**src/rtl/alu_pkg.sv**
```systemverilog
// Shared types for the sequential ALU: default width, opcodes and FSM states.
// The MUL state exists only when ALU_SEQ_MUL_EN is defined.
package alu_pkg;

    localparam int unsigned ALU_WIDTH = 16;

    typedef enum logic [2:0] {
        OP_ADD = 3'b000,
        OP_SUB = 3'b001,
        OP_AND = 3'b010,
        OP_OR  = 3'b011,
        OP_XOR = 3'b100,
        OP_SHL = 3'b101,
        OP_SHR = 3'b110,
        OP_MUL = 3'b111
    } op_t;

    typedef enum logic [1:0] {
        S_IDLE = 2'd0,
        S_EXEC = 2'd1,
`ifdef ALU_SEQ_MUL_EN
        S_MUL  = 2'd3,
`endif
        S_DONE = 2'd2
    } state_t;

endpackage

```
**src/rtl/alu_mul_seq.sv**
```systemverilog
// Iterative shift-add multiplier, one multiplier bit per step, WIDTH steps.
// Present only when ALU_SEQ_MUL_EN is defined.
`ifdef ALU_SEQ_MUL_EN
module alu_mul_seq
    import alu_pkg::*;
#(
    parameter int unsigned WIDTH = ALU_WIDTH
) (
    input  logic               clk,
    input  logic               clear_n,
    input  logic               load,
    input  logic               step,
    input  logic [WIDTH-1:0]   a,
    input  logic [WIDTH-1:0]   b,
    output logic [2*WIDTH-1:0] product,
    output logic               last
);

    localparam int unsigned CW = $clog2(WIDTH);

    logic [2*WIDTH-1:0] acc;
    logic [2*WIDTH-1:0] mcand;
    logic [WIDTH-1:0]   mplier;
    logic [CW-1:0]      count;

    // product is the accumulator after the current step, so the owner can
    // capture the final value on the same edge as the last step.
    assign product = acc + (mplier[0] ? mcand : '0);
    assign last    = (count == CW'(WIDTH - 1));

    always_ff @(posedge clk or negedge clear_n) begin
        if (!clear_n) begin
            acc    <= '0;
            mcand  <= '0;
            mplier <= '0;
            count  <= '0;
        end else if (load) begin
            acc    <= '0;
            mcand  <= {{WIDTH{1'b0}}, a};
            mplier <= b;
            count  <= '0;
        end else if (step) begin
            acc    <= product;
            mcand  <= mcand << 1;
            mplier <= mplier >> 1;
            count  <= count + 1'b1;
        end
    end

endmodule
`endif

```
**src/rtl/alu_seq.sv**
```systemverilog
// Sequential ALU feeding an accumulator: single-cycle logic ops, optional
// iterative multiply (ALU_SEQ_MUL_EN). Result and flags are registered.
module alu_seq
    import alu_pkg::*;
#(
    parameter int unsigned WIDTH = ALU_WIDTH
) (
    input  logic             clk,
    input  logic             clear_n,
    input  logic             start,
    input  logic [2:0]       op,
    input  logic [WIDTH-1:0] ac_in,
    input  logic [WIDTH-1:0] dr_in,
    output logic [WIDTH-1:0] result,
    output logic             ac_we,
    output logic             busy,
    output logic             done,
    output logic             z_flag,
    output logic             n_flag,
    output logic             c_flag,
    output logic             err
);

    state_t           state, state_next;
    op_t              op_q;
    logic [WIDTH-1:0] a_q, b_q;
    logic             accept;

    logic [WIDTH-1:0] exec_res;
    logic             exec_c, exec_err;

    logic             load_en;
    logic [WIDTH-1:0] load_res;
    logic             load_c, load_err;

    assign accept = (state == S_IDLE) && start;

`ifdef ALU_SEQ_MUL_EN
    logic [2*WIDTH-1:0] mul_product;
    logic               mul_last;

    alu_mul_seq #(.WIDTH(WIDTH)) u_mul (
        .clk     (clk),
        .clear_n (clear_n),
        .load    (accept && (op_t'(op) == OP_MUL)),
        .step    (state == S_MUL),
        .a       (ac_in),
        .b       (dr_in),
        .product (mul_product),
        .last    (mul_last)
    );
`endif

    always_ff @(posedge clk or negedge clear_n) begin
        if (!clear_n) begin
            state <= S_IDLE;
        end else begin
            state <= state_next;
        end
    end

    always_comb begin
        state_next = state;
        case (state)
            S_IDLE: begin
                if (start) begin
`ifdef ALU_SEQ_MUL_EN
                    state_next = (op_t'(op) == OP_MUL) ? S_MUL : S_EXEC;
`else
                    state_next = S_EXEC;
`endif
                end
            end
            S_EXEC: state_next = S_DONE;
`ifdef ALU_SEQ_MUL_EN
            S_MUL:  if (mul_last) state_next = S_DONE;
`endif
            S_DONE: state_next = S_IDLE;
            default: state_next = S_IDLE;
        endcase
    end

    always_comb begin
        busy  = (state != S_IDLE);
        done  = (state == S_DONE);
        ac_we = (state == S_DONE);
    end

    // Without the multiplier, MUL falls through to the default arm: A passes, err set.
    always_comb begin
        exec_res = a_q;
        exec_c   = 1'b0;
        exec_err = 1'b0;
        case (op_q)
            OP_ADD: {exec_c, exec_res} = {1'b0, a_q} + {1'b0, b_q};
            OP_SUB: begin
                exec_res = a_q - b_q;
                exec_c   = (a_q < b_q);
            end
            OP_AND: exec_res = a_q & b_q;
            OP_OR:  exec_res = a_q | b_q;
            OP_XOR: exec_res = a_q ^ b_q;
            OP_SHL: begin
                exec_res = {a_q[WIDTH-2:0], 1'b0};
                exec_c   = a_q[WIDTH-1];
            end
            OP_SHR: begin
                exec_res = {1'b0, a_q[WIDTH-1:1]};
                exec_c   = a_q[0];
            end
            default: exec_err = 1'b1;
        endcase
    end

    always_comb begin
        load_en  = (state == S_EXEC);
        load_res = exec_res;
        load_c   = exec_c;
        load_err = exec_err;
`ifdef ALU_SEQ_MUL_EN
        if (state == S_MUL && mul_last) begin
            load_en  = 1'b1;
            load_res = mul_product[WIDTH-1:0];
            load_c   = |mul_product[2*WIDTH-1:WIDTH];
            load_err = 1'b0;
        end
`endif
    end

    always_ff @(posedge clk or negedge clear_n) begin
        if (!clear_n) begin
            op_q   <= OP_ADD;
            a_q    <= '0;
            b_q    <= '0;
            result <= '0;
            z_flag <= 1'b0;
            n_flag <= 1'b0;
            c_flag <= 1'b0;
            err    <= 1'b0;
        end else begin
            if (accept) begin
                op_q <= op_t'(op);
                a_q  <= ac_in;
                b_q  <= dr_in;
            end
            if (load_en) begin
                result <= load_res;
                z_flag <= (load_res == '0);
                n_flag <= load_res[WIDTH-1];
                c_flag <= load_c;
                err    <= load_err;
            end
        end
    end

endmodule

```
**config.mk**
```make
export PLATFORM = sky130hd
export DESIGN_NAME = alu_seq
export DESIGN_NICKNAME = d
export VERILOG_FILES = /design/src/rtl/alu_pkg.sv /design/src/rtl/alu_mul_seq.sv /design/src/rtl/alu_seq.sv
export SDC_FILE = /design/constraint.sdc
export NUM_CORES = 1
export LEC_CHECK = 0
export ABC_AREA = 1
export BUFFER_PORTS_ARGS = -buffer_cell sky130_fd_sc_hd__buf_2
export CORE_AREA = 2 2 148 150
export CTS_CLUSTER_DIAMETER = 80
export DETAILED_ROUTE_END_ITERATION = 16
export DIE_AREA = 0 0 150 152
export PLACE_DENSITY = 0.52
export RECOVER_POWER = 50
export SETUP_SLACK_MARGIN = 0.15
export SYNTH_ARGS = -nofsm -noshare
export SYNTH_HDL_FRONTEND = slang
export SYNTH_SLANG_ARGS = --single-unit
export TNS_END_PERCENT = 1
```
**constraint.sdc**
```tcl
create_clock -name clk -period 3 [get_ports clk]
set_input_delay 0.15 -clock clk [delete_from_list [all_inputs] [get_ports clk]]
set_output_delay 0.15 -clock clk [all_outputs]
set_load 0.01 [all_outputs]
```
==> results of run 1 <==
==> stage by stage <==
stage	util (%)	worst slack (ps)	hold slack (ps)	power [mW]	area (sq um)
after floorplan	-	952.5	-145.6	3.272	5230
after global placement	27.06	325.3	73.72	4.180	5778
after detailed placement	27.06	323.3	74.76	4.162	5778
after CTS	27.80	300.6	46.19	4.823	5934
after global routing	27.64	178.3	58.21	5.270	5901
final	27.64	335.1	41.27	4.791	5901
==> what timing repair did <==
item	4_1_cts	5_1_grt
resized for setup	0	1
hold buffers	1	0
endpoints found under the setup margin	0	1
buffers inserted	0	0
hold endpoints to repair	13	0
==> metal layers <==
| metal | GRT usage [%] | up-vias | wire length (um) |
|---|---|---|---|
| li1 | - | 2733 | - |
| met1 | 21.60 | 2487 | 8090 |
| met2 | 25.77 | 172 | 8086 |
| met3 | 1.261 | 26 | 892 |
| met4 | 4.537 | 0 | 361 |
| met5 | 0 | - | 0 |
==> power groups by stage <==
| stage | clock network (mW) | logic [mW] | registers (mW) |
|---|---|---|---|
| 6_report | 0.640 | 2.99 | 1.16 |
| 5_1_grt | 0.676 | 3.40 | 1.20 |
| 4_1_cts | 0.649 | 3.02 | 1.16 |
| 3_5_place_dp | 0 | 2.99 | 1.17 |
| 3_3_place_gp | 0 | 3.01 | 1.17 |
| 2_1_floorplan | 0 | 2.10 | 1.17 |
==> registers in the layout (all words and copies together) (netlist names) <==
signal	count
a_q	16
z_flag	1
op_q	3
b_q	16
err	1
state	2
c_flag	1
result	16
==> worst paths after layout <==
check,endpoint,slack (ps),cells after the start
min,b_q[1],40,3
max in group asynchronous,result[14],1300,3
max,z_flag,340,17
min in group asynchronous,a_q[5],440,2
min reg2reg,result[7],480,2
max reg2reg,z_flag,340,17
==> critical path, delay by kind of cell, from the launching register on <==
family | cells | cell delay, ps
flip-flops | 1 | 450
AND/OR/NAND/NOR | 13 | 1190
adder cells (fa/ha/maj) | 1 | 510
AO/OA/AOI/OAI | 1 | 170
buffers and inverters | 2 | 280
==> cells in the mapped netlist (2+ instances only) <==
master      n  area [sq um]
nor2_1     69         259.0
nor2_2      2         12.51
ha_1       49         613.1
o22ai_1    14         87.58
o21ai_1     3         15.01
inv_1     112         420.4
nand2_1   266         998.5
nand4_1    16         100.1
inv_2       6         22.52
buf_4       6         45.04
nand2_2     2         12.51
o21bai_1    2         15.01
a21oi_1    28         140.1
nor3_1      8         40.04
clkbuf_1   10         37.54
buf_2      13         65.06
dfrtp_1    56          1401
o21ai_0    65         325.3
and2_1      2         12.51
fa_1        2         40.04
buf_6       4         45.04
o211ai_1    2         15.01
nand3_1    84         420.4
==> layout make-up <==
type | instances | area (sq um)
Sequential cell | 56 | 1401
Fill cell | 2483 | 15450
Multi-Input combinational cell | 622 | 3186
Clock buffer | 6 | 128.9
Tap cell | 280 | 350.3
Clock inverter | 2 | 17.52
Inverter | 120 | 452.9
Timing Repair Buffer | 73 | 364.1
==> logic make-up (layout without fill, tap and decap cells) <==
family | count (synthesis) | after routing | share of synthesized area (%)
compound gates | 116 | 116 | 11.75
buf+inv | 153 | 201 | 12.34
simple gates | 454 | 454 | 36.46
fa+ha+maj | 51 | 51 | 12.49
flops | 56 | 56 | 26.79
xor+xnor | 1 | 1 | 0.1675
==> results.py, run 1 <==
metrics = {
    "run_status": {
        "run_status": "complete, no violations",
    },
    "cts": {
        "clk_pin_slew_ps": 80,
        "clk_path_buf_depth": 2,
        "cts_root_buf": "clkbuf_16",
        "cts_buffers": 5,
        "clock_latency_ps": 300,
        "cts.sinks": 56,
        "cts_tree": "done",
        "h-tree-depth": 2,
    },
    "synth": {
        "syn_avg_cell_area_sq_um": 6.294,
        "yosysWarnings": 0,
        "ys_types": 33,
        "syn-instance-count": 831,
        "syn-num-nets": 920,
        "netlist_area_sq_mm": 0.005230,
        "ys_ff_latch": 56,
        "synthFlopType": "dfrtp_1",
        "async_reset_ff_share_pct": 100.0,
        "synth_edf_count": 0,
        "yosysSeqAreaShare_pct": 26.79,
    },
    "die": {
        "core_sq_mm": 0.02135,
        "die_h_um": 152,
        "start_util_pct": 24.50,
        "num_rows": 54,
        "dieWidth_um": 150,
        "die_area_sq_mm": 0.02280,
        "ios": 61,
    },
    "global_route": {
        "grt_util_all_layers_pct": 15.57,
        "grt_overflow_total": 0,
        "grt_pass1_vias": 5378,
        "grt_max_degree": 42,
        "grt_antenna_before_repair": 0,
        "grt_pass1_wl_um": 28380,
    },
    "pwr": {
        "power_density_mw_per_mm2": 812.0,
        "netSwitchingPower_mw": 2.561,
        "power.internal_mw": 2.230,
        "power_frac_clock_pct": 13.4,
        "power.leakage_nw": 3.075,
        "p_seq_share_pct": 24.3,
        "switching_share_pct": 53.45,
        "ir_drop_v": 0.0003626,
        "power_frac_comb_pct": 62.4,
    },
    "cells_and_area": {
        "mostFrequentLayoutCells": "nand2_1 (266), inv_1 (112), nand3_1 (84), nor2_1 (69), o21ai_0 (65)",
        "nets": 967,
        "final_cells": 1159,
        "antenna_cells": 0,
        "layout-drive-gt1-share_pct": 8.191,
        "areaGrowthSynthToFinish_pct": 12.82,
        "layout_commonest_cell": "nand2_1",
    },
    "sta": {
        "drv_slew": 0,
        "rsz0062_at_grt": "false",
        "period_share_pct": 88.83,
        "setup_violations": 0,
        "finalHoldViolCount": 0,
        "fmax_mhz": 375.3,
        "timing.setup.tns_ps": 0,
        "min_period_ps": 2665,
        "slew_headroom_pct": 42.98,
        "finalClockSkew_ps": 5.202,
        "max_slew.worst_pin.slew_ps": 855.3,
    },
    "route": {
        "drcViolationCount": 0,
        "drtAntennaViolNets": 0,
        "vias": 5418,
        "drt_wl_total_um": 17430,
        "avgRoutedWirePerCell_um": 15.04,
        "drt_iter0_markers": 412,
        "via_per_inst": 4.675,
        "drt-pass1-iter-count": 5,
    },
    "setup_path": {
        "crit_required_ps": 3250,
        "worstSetupPathType": "register to register",
        "critPathLaunch": "a_q[1]",
        "cp-end-kind": "register",
        "cp_slowest_cell": "fa_1",
        "crit_path_max_fanout": 6,
        "crit_path_start_kind": "register",
        "arrival_ps": 2910,
        "timing.rr.start": "a_q[1]",
        "path_common_cell": "nand2_1",
        "crit_chain": "inv_1 > fa_1 > inv_1 > nand2_1 > nand2_1 > nand3_1 > nand2_1 > nand2_1 > nand2_1 > nand2_1 > nand3_1 > nand2_1 > nor2_1 > nor2_1 > a21oi_1 > nand3_1 > nand2_1",
        "critPathMaxStageDelay_ps": 510,
    },
    "job": {
        "maxCapViolCount": 0,
    },
    "place": {
        "gp_congestion": 0.9322,
        "port_buffers": 60,
        "dpl.cell_count": 1150,
        "hpwlAfterDp_um": 13920,
    },
    "worst_hold_path": {
        "hp-class": "input port to register",
        "hp-start": "dr_in[1]",
    },
}
No activity file was read; power rests on OpenSTA's default activity.
==> run 2, diff against run 1 <==
--- a/config.mk
+++ b/config.mk
@@ -8,6 +8,7 @@
 export ABC_AREA = 1
 export BUFFER_PORTS_ARGS = -buffer_cell sky130_fd_sc_hd__buf_2
 export CORE_AREA = 2 2 148 150
+export CTS_BUF_LIST = sky130_fd_sc_hd__clkbuf_16
 export CTS_CLUSTER_DIAMETER = 80
 export DETAILED_ROUTE_END_ITERATION = 16
 export DIE_AREA = 0 0 150 152
==> run 2 against run 1 <==
Worst setup slack got worse by 1.1 ps. Via count barely moved. Die area did not move. Sequential power barely moved. Largest cell class unchanged.
==> results.py, run 2 (same netlist as run 1, synthesis figures left out) <==
metrics = {
    "die": {
        "die_h_um": 152,
        "dieWidth_um": 150,
        "ios": 61,
        "start_util_pct": 24.50,
        "core_sq_mm": 0.02135,
        "die_area_sq_mm": 0.02280,
        "num_rows": 54,
    },
    "cells_and_area": {
        "antenna_cells": 0,
        "layout_commonest_cell": "nand2_1",
        "utilization_pct": 27.64,
        "areaGrowthSynthToFinish_pct": 12.82,
        "nets": 967,
        "mostFrequentLayoutCells": "nand2_1 (266), inv_1 (113), nand3_1 (84), nor2_1 (69), o21ai_0 (65)",
        "layout-drive-gt1-share_pct": 8.191,
        "largestRegisters": "a_q (16), b_q (16), result (16)",
        "final_cells": 1159,
    },
    "pwr": {
        "power.internal_mw": 2.227,
        "power.leakage_nw": 3.079,
        "ir_drop_v": 0.0003627,
        "power_frac_comb_pct": 62.4,
        "power_density_mw_per_mm2": 811.4,
        "netSwitchingPower_mw": 2.561,
        "switching_share_pct": 53.49,
        "power_frac_clock_pct": 13.3,
        "p_seq_share_pct": 24.3,
    },
    "sta": {
        "min_period_ps": 2666,
        "rsz0062_at_grt": "false",
        "fmax_mhz": 375.1,
        "timing.setup.tns_ps": 0,
        "drv_slew": 0,
        "slew_headroom_pct": 42.90,
        "finalHoldViolCount": 0,
        "max_slew.worst_pin.slew_ps": 856.4,
        "period_share_pct": 88.86,
        "finalClockSkew_ps": 5.268,
        "setup_violations": 0,
    },
    "cts": {
        "clock_latency_ps": 300,
        "clk_path_buf_depth": 2,
        "cts_root_buf": "clkbuf_16",
        "h-tree-depth": 2,
        "cts.sinks": 56,
        "postCtsSetupRepairBufs": 0,
        "cts_buffers": 5,
        "cts_tree": "done",
        "clk_pin_slew_ps": 80,
    },
    "worst_hold_path": {
        "hold_path_end": "b_q[1]",
        "holdPathStages": 3,
        "hp-class": "input port to register",
        "hp-start": "dr_in[1]",
    },
    "route": {
        "avgRoutedWirePerCell_um": 15.04,
        "vias": 5415,
        "via_per_inst": 4.672,
        "drt_iter0_markers": 412,
        "drtAntennaViolNets": 0,
        "drt_wl_total_um": 17440,
        "drt-pass1-iter-count": 5,
        "drcViolationCount": 0,
    },
    "setup_path": {
        "crit_path_start_kind": "register",
        "arrival_ps": 2920,
        "worstSetupPathType": "register to register",
        "r2r_end": "z_flag",
        "crit_required_ps": 3250,
        "crit_path_max_fanout": 6,
        "reg2reg_slack_ps": 330,
        "reg2regPathDepth": 17,
        "timing.rr.start": "a_q[1]",
        "cp-end-kind": "register",
    },
    "global_route": {
        "grt_overflow_total": 0,
        "grt_antenna_before_repair": 0,
        "grt_pass1_vias": 5378,
        "grt_max_degree": 42,
        "grt_pass1_wl_um": 28380,
        "grt_util_all_layers_pct": 15.57,
    },
    "place": {
        "port_buffers": 60,
        "dpl.cell_count": 1150,
        "gp_congestion": 0.9322,
        "hpwlAfterDp_um": 13920,
    },
    "job": {
        "maxCapViolCount": 0,
    },
    "run_status": {
        "run_status": "complete, no violations",
    },
}
==> run 2: per-stage QoR <==
| stage | power (mW) | hold slack, ps | setup WS [ps] | area (sq um) |
|---|---|---|---|---|
| floorplan | 3.272 | -145.6 | 952.5 | 5230 |
| global placement | 4.180 | 73.72 | 325.3 | 5778 |
| detailed placement | 4.162 | 74.76 | 323.3 | 5778 |
| CTS | 4.820 | 46.19 | 300.6 | 5934 |
| global route | 5.267 | 57.94 | 178.3 | 5901 |
| finish | 4.788 | 41.09 | 334.1 | 5901 |
==> run 2: power by group through the flow <==
| stage | combinational (mW) | sequential [mW] | clock (mW) |
|---|---|---|---|
| CTS | 3.02 | 1.16 | 0.645 |
| global placement | 3.01 | 1.17 | 0 |
| global route | 3.40 | 1.20 | 0.673 |
| detailed placement | 2.99 | 1.17 | 0 |
| floorplan | 2.10 | 1.17 | 0 |
| finish | 2.99 | 1.16 | 0.637 |
==> run 2: layer usage <==
layer | global-route usage (%) | vias up | routed length [um]
li1 | - | 2734 | -
met1 | 21.60 | 2487 | 8080
met2 | 25.77 | 170 | 8094
met3 | 1.261 | 24 | 908
met4 | 4.537 | 0 | 353
met5 | 0 | - | 0
==> run 2: worst max-delay path: stages, from the launching register on <==
cell	delay, ps
dfrtp_1	450
inv_1	200
fa_1	510
inv_1	80
nand2_1	60
nand2_1	190
nand3_1	120
nand2_1	150
nand2_1	90
nand2_1	60
nand2_1	40
nand3_1	90
nand2_1	50
nor2_1	110
nor2_1	70
a21oi_1	170
nand3_1	100
nand2_1	60
==> run 2: what timing repair did <==
item | CTS | global route
endpoints found under the hold margin | 13 | 0
setup endpoints to repair | 0 | 1
gates resized for setup | 0 | 1
hold buffers | 1 | 0
==> run 2: how the worst max path moves through the flow <==
stage,endpoint,startpoint,slack [ps],cells after the start
2_1_floorplan,z_flag,a_q[0],950,16
3_3_place_gp,z_flag,b_q[0],330,18
3_5_place_dp,z_flag,b_q[0],320,18
4_1_cts,z_flag,b_q[0],300,18
5_1_grt,z_flag,a_q[0],180,16
6_report,z_flag,a_q[1],330,17
==> run 2: layout make-up <==
type,count,area [sq um]
fill,2483,15450
multi-input combinational,622,3186
sequential,56,1401
inverter,120,452.9
timing repair buffer,73,364.1
tap,280,350.3
clock buffer,5,125.1
clock inverter,3,21.27
==> run 3, diff against run 2 <==
--- a/config.mk
+++ b/config.mk
@@ -7,11 +7,11 @@
 export LEC_CHECK = 0
 export ABC_AREA = 1
 export BUFFER_PORTS_ARGS = -buffer_cell sky130_fd_sc_hd__buf_2
-export CORE_AREA = 2 2 148 150
+export CORE_AREA = 2 2 176 127
 export CTS_BUF_LIST = sky130_fd_sc_hd__clkbuf_16
 export CTS_CLUSTER_DIAMETER = 80
 export DETAILED_ROUTE_END_ITERATION = 16
-export DIE_AREA = 0 0 150 152
+export DIE_AREA = 0 0 178 129
 export PLACE_DENSITY = 0.52
 export RECOVER_POWER = 50
 export SETUP_SLACK_MARGIN = 0.15
==> run 3 against run 2 <==
The flow now finishes with violations (max-capacitance violations, max-slew violations). Largest power group unchanged. Non-clock buffer count shrank 2. Critical endpoint unchanged. Worst setup slack gained 40 ps. Clock skew grew 6.1 ps. Power grew 4.2%.
==> results.py, run 3 (same netlist as run 1, synthesis figures left out) <==
metrics = {
    "run_status": {
        "run_status": "finished with violations",
        "violations": "max-capacitance violations, max-slew violations",
    },
    "cts": {
        "h-tree-depth": 2,
        "clk_path_buf_depth": 2,
        "cts_root_buf": "clkbuf_16",
        "cts_tree": "done",
        "cts_buffers": 5,
        "holdBufCountCts": 0,
        "cts.sinks": 56,
        "clk_pin_slew_ps": 80,
        "clock_latency_ps": 320,
    },
    "cells_and_area": {
        "fill_cells": 2401,
        "utilization_pct": 27.92,
        "mostFrequentLayoutCells": "nand2_1 (266), inv_1 (112), nand3_1 (84), nor2_1 (68), o21ai_0 (65)",
        "largestRegisters": "a_q (16), b_q (16), result (16)",
        "layout-drive-gt1-share_pct": 9.464,
        "nets": 965,
        "areaGrowthSynthToFinish_pct": 13.33,
        "antenna_cells": 0,
        "layout_commonest_cell": "nand2_1",
    },
    "sta": {
        "drv_slew": 43,
        "fmax_mhz": 380.8,
        "whs_ps": 35.42,
        "slew_headroom_pct": -49.79,
        "finalClockSkew_ps": 11.34,
        "rsz0062_at_grt": "false",
        "min_period_ps": 2626,
        "period_share_pct": 87.53,
        "timing.setup.tns_ps": 0,
        "max_slew.worst_pin.slew_ps": 2247,
        "finalHoldViolCount": 0,
        "setup_violations": 0,
        "setup_slack_ps": 374.2,
    },
    "setup_path": {
        "critPathMaxStageDelay_ps": 430,
        "crit_path_start_kind": "register",
        "path_delay_family": "simple AND/OR/NAND/NOR gates",
        "crit_path_max_fanout": 5,
        "reg2reg_slack_ps": 370,
        "path_buf_inv": 2,
        "crit_required_ps": 3260,
        "cp_slowest_cell": "fa_1",
        "arrival_ps": 2880,
        "timing.rr.start": "a_q[0]",
        "r2r_end": "z_flag",
        "cp-endpoint": "z_flag",
        "reg2regPathDepth": 16,
        "critPathLaunch": "a_q[0]",
        "cp.depth": 16,
        "crit_chain": "inv_1 > ha_1 > fa_1 > inv_1 > nand2_1 > nand2_1 > nand4_1 > nand3_1 > nand2_1 > nand3_1 > nand3_1 > nand2_1 > nand2_1 > nor2_1 > nand3_1 > nand2_1",
        "path_common_cell": "nand2_1",
        "cp-end-kind": "register",
        "worstSetupPathType": "register to register",
    },
    "pwr": {
        "power_frac_comb_pct": 61.9,
        "power.internal_mw": 2.323,
        "power_frac_clock_pct": 14.3,
        "power.leakage_nw": 3.116,
        "p_seq_share_pct": 23.8,
        "netSwitchingPower_mw": 2.666,
        "ir_drop_v": 0.0003834,
        "switching_share_pct": 53.44,
        "power_density_mw_per_mm2": 841.8,
    },
    "die": {
        "start_util_pct": 24.64,
        "core_sq_mm": 0.02123,
        "ios": 61,
        "dieWidth_um": 178,
        "die_h_um": 129,
        "num_rows": 45,
        "die_area_sq_mm": 0.02296,
    },
    "global_route": {
        "grt_pass1_wl_um": 29270,
        "grt_pass1_vias": 5317,
        "grt_util_all_layers_pct": 16.48,
        "grt_overflow_total": 0,
        "grt_max_degree": 72,
        "grt_antenna_before_repair": 0,
    },
    "route": {
        "avgRoutedWirePerCell_um": 15.78,
        "drcViolationCount": 0,
        "drtAntennaViolNets": 0,
        "via_per_inst": 4.800,
        "drt_iter0_markers": 526,
        "vias": 5563,
        "drt_wl_total_um": 18290,
        "drt-pass1-iter-count": 6,
    },
    "place": {
        "gp_congestion": 0.9406,
        "hpwlAfterDp_um": 14330,
        "port_buffers": 60,
        "dpl_worst_slack_ps": 389.7,
    },
    "worst_hold_path": {
        "hp-class": "input port to register",
    },
    "job": {
        "maxCapViolCount": 1,
    },
}
## run 3: cell types whose count changed in the layout (fill, tap and decap cells not counted)
cell,before,now
buf_4,9,10
buf_2,39,48
inv_1,113,112
dlygate4sd3_1,1,0
inv_6,2,1
inv_2,7,8
nor2_2,2,3
nor2_1,69,68
bufinv_16,0,1
clkbuf_1,23,13
clkbuf_2,1,0
## run 3: power groups by stage
stage                     clock [mW]  combinational (mW)  sequential, mW
after floorplan                    0                2.10            1.17
after global placement             0                3.06            1.19
after detailed placement           0                3.02            1.19
after CTS                      0.727                3.05            1.18
after global routing           0.754                3.46            1.22
final                          0.713                3.09            1.19
## run 3: worst min path at each step
stage	startpoint	endpoint	cells past startpoint
6_report	ac_in[4]	a_q[4]	3
5_1_grt	dr_in[15]	b_q[15]	3
4_1_cts	clear_n	result[5]	1
3_5_place_dp	clear_n	result[12]	1
3_3_place_gp	clear_n	result[12]	1
2_1_floorplan	clear_n	a_q[0]	0
## run 3: per-stage QoR
step	instances	total power, mW	cell area, sq um
finish	1159	4.990	5927
detailed placement	1151	4.213	5773
floorplan	831	3.272	5230
global route	1159	5.433	5927
CTS	1159	4.956	5941
global placement	1151	4.254	5773
## run 3: worst min-delay path: cells and delay by family
family / cells / cell delay (ps)
AOI/OAI and AO/OA: 1 / 60
buffers and inverters: 1 / 70
and+or+nand+nor: 1 / 40
## run 3: final cells by class
cell class | count | area [sq um] | share of cell area, %
timing repair buffer | 71 | 364.1 | 6.143
clock buffer | 5 | 125.1 | 2.111
clock inverter | 3 | 42.54 | 0.7178
sequential | 56 | 1401 | 23.64
multi-input combinational | 622 | 3188 | 53.79
tap | 282 | 352.8 | 5.953
inverter | 120 | 452.9 | 7.642
## run 3: what timing repair did
item	4_1_cts	5_1_grt
setup buffers	0	0
resized for setup	0	3
endpoints found under the setup margin	0	1
## run 3: layer usage
metal | global-route usage, % | wire length [um] | vias to the layer above
met3 | 3.842 | 1675 | 17
met5 | 0 | 0 | -
met1 | 25.01 | 9274 | 2579
li1 | - | - | 2718
met2 | 22.91 | 7092 | 249
met4 | 4.532 | 251 | 0
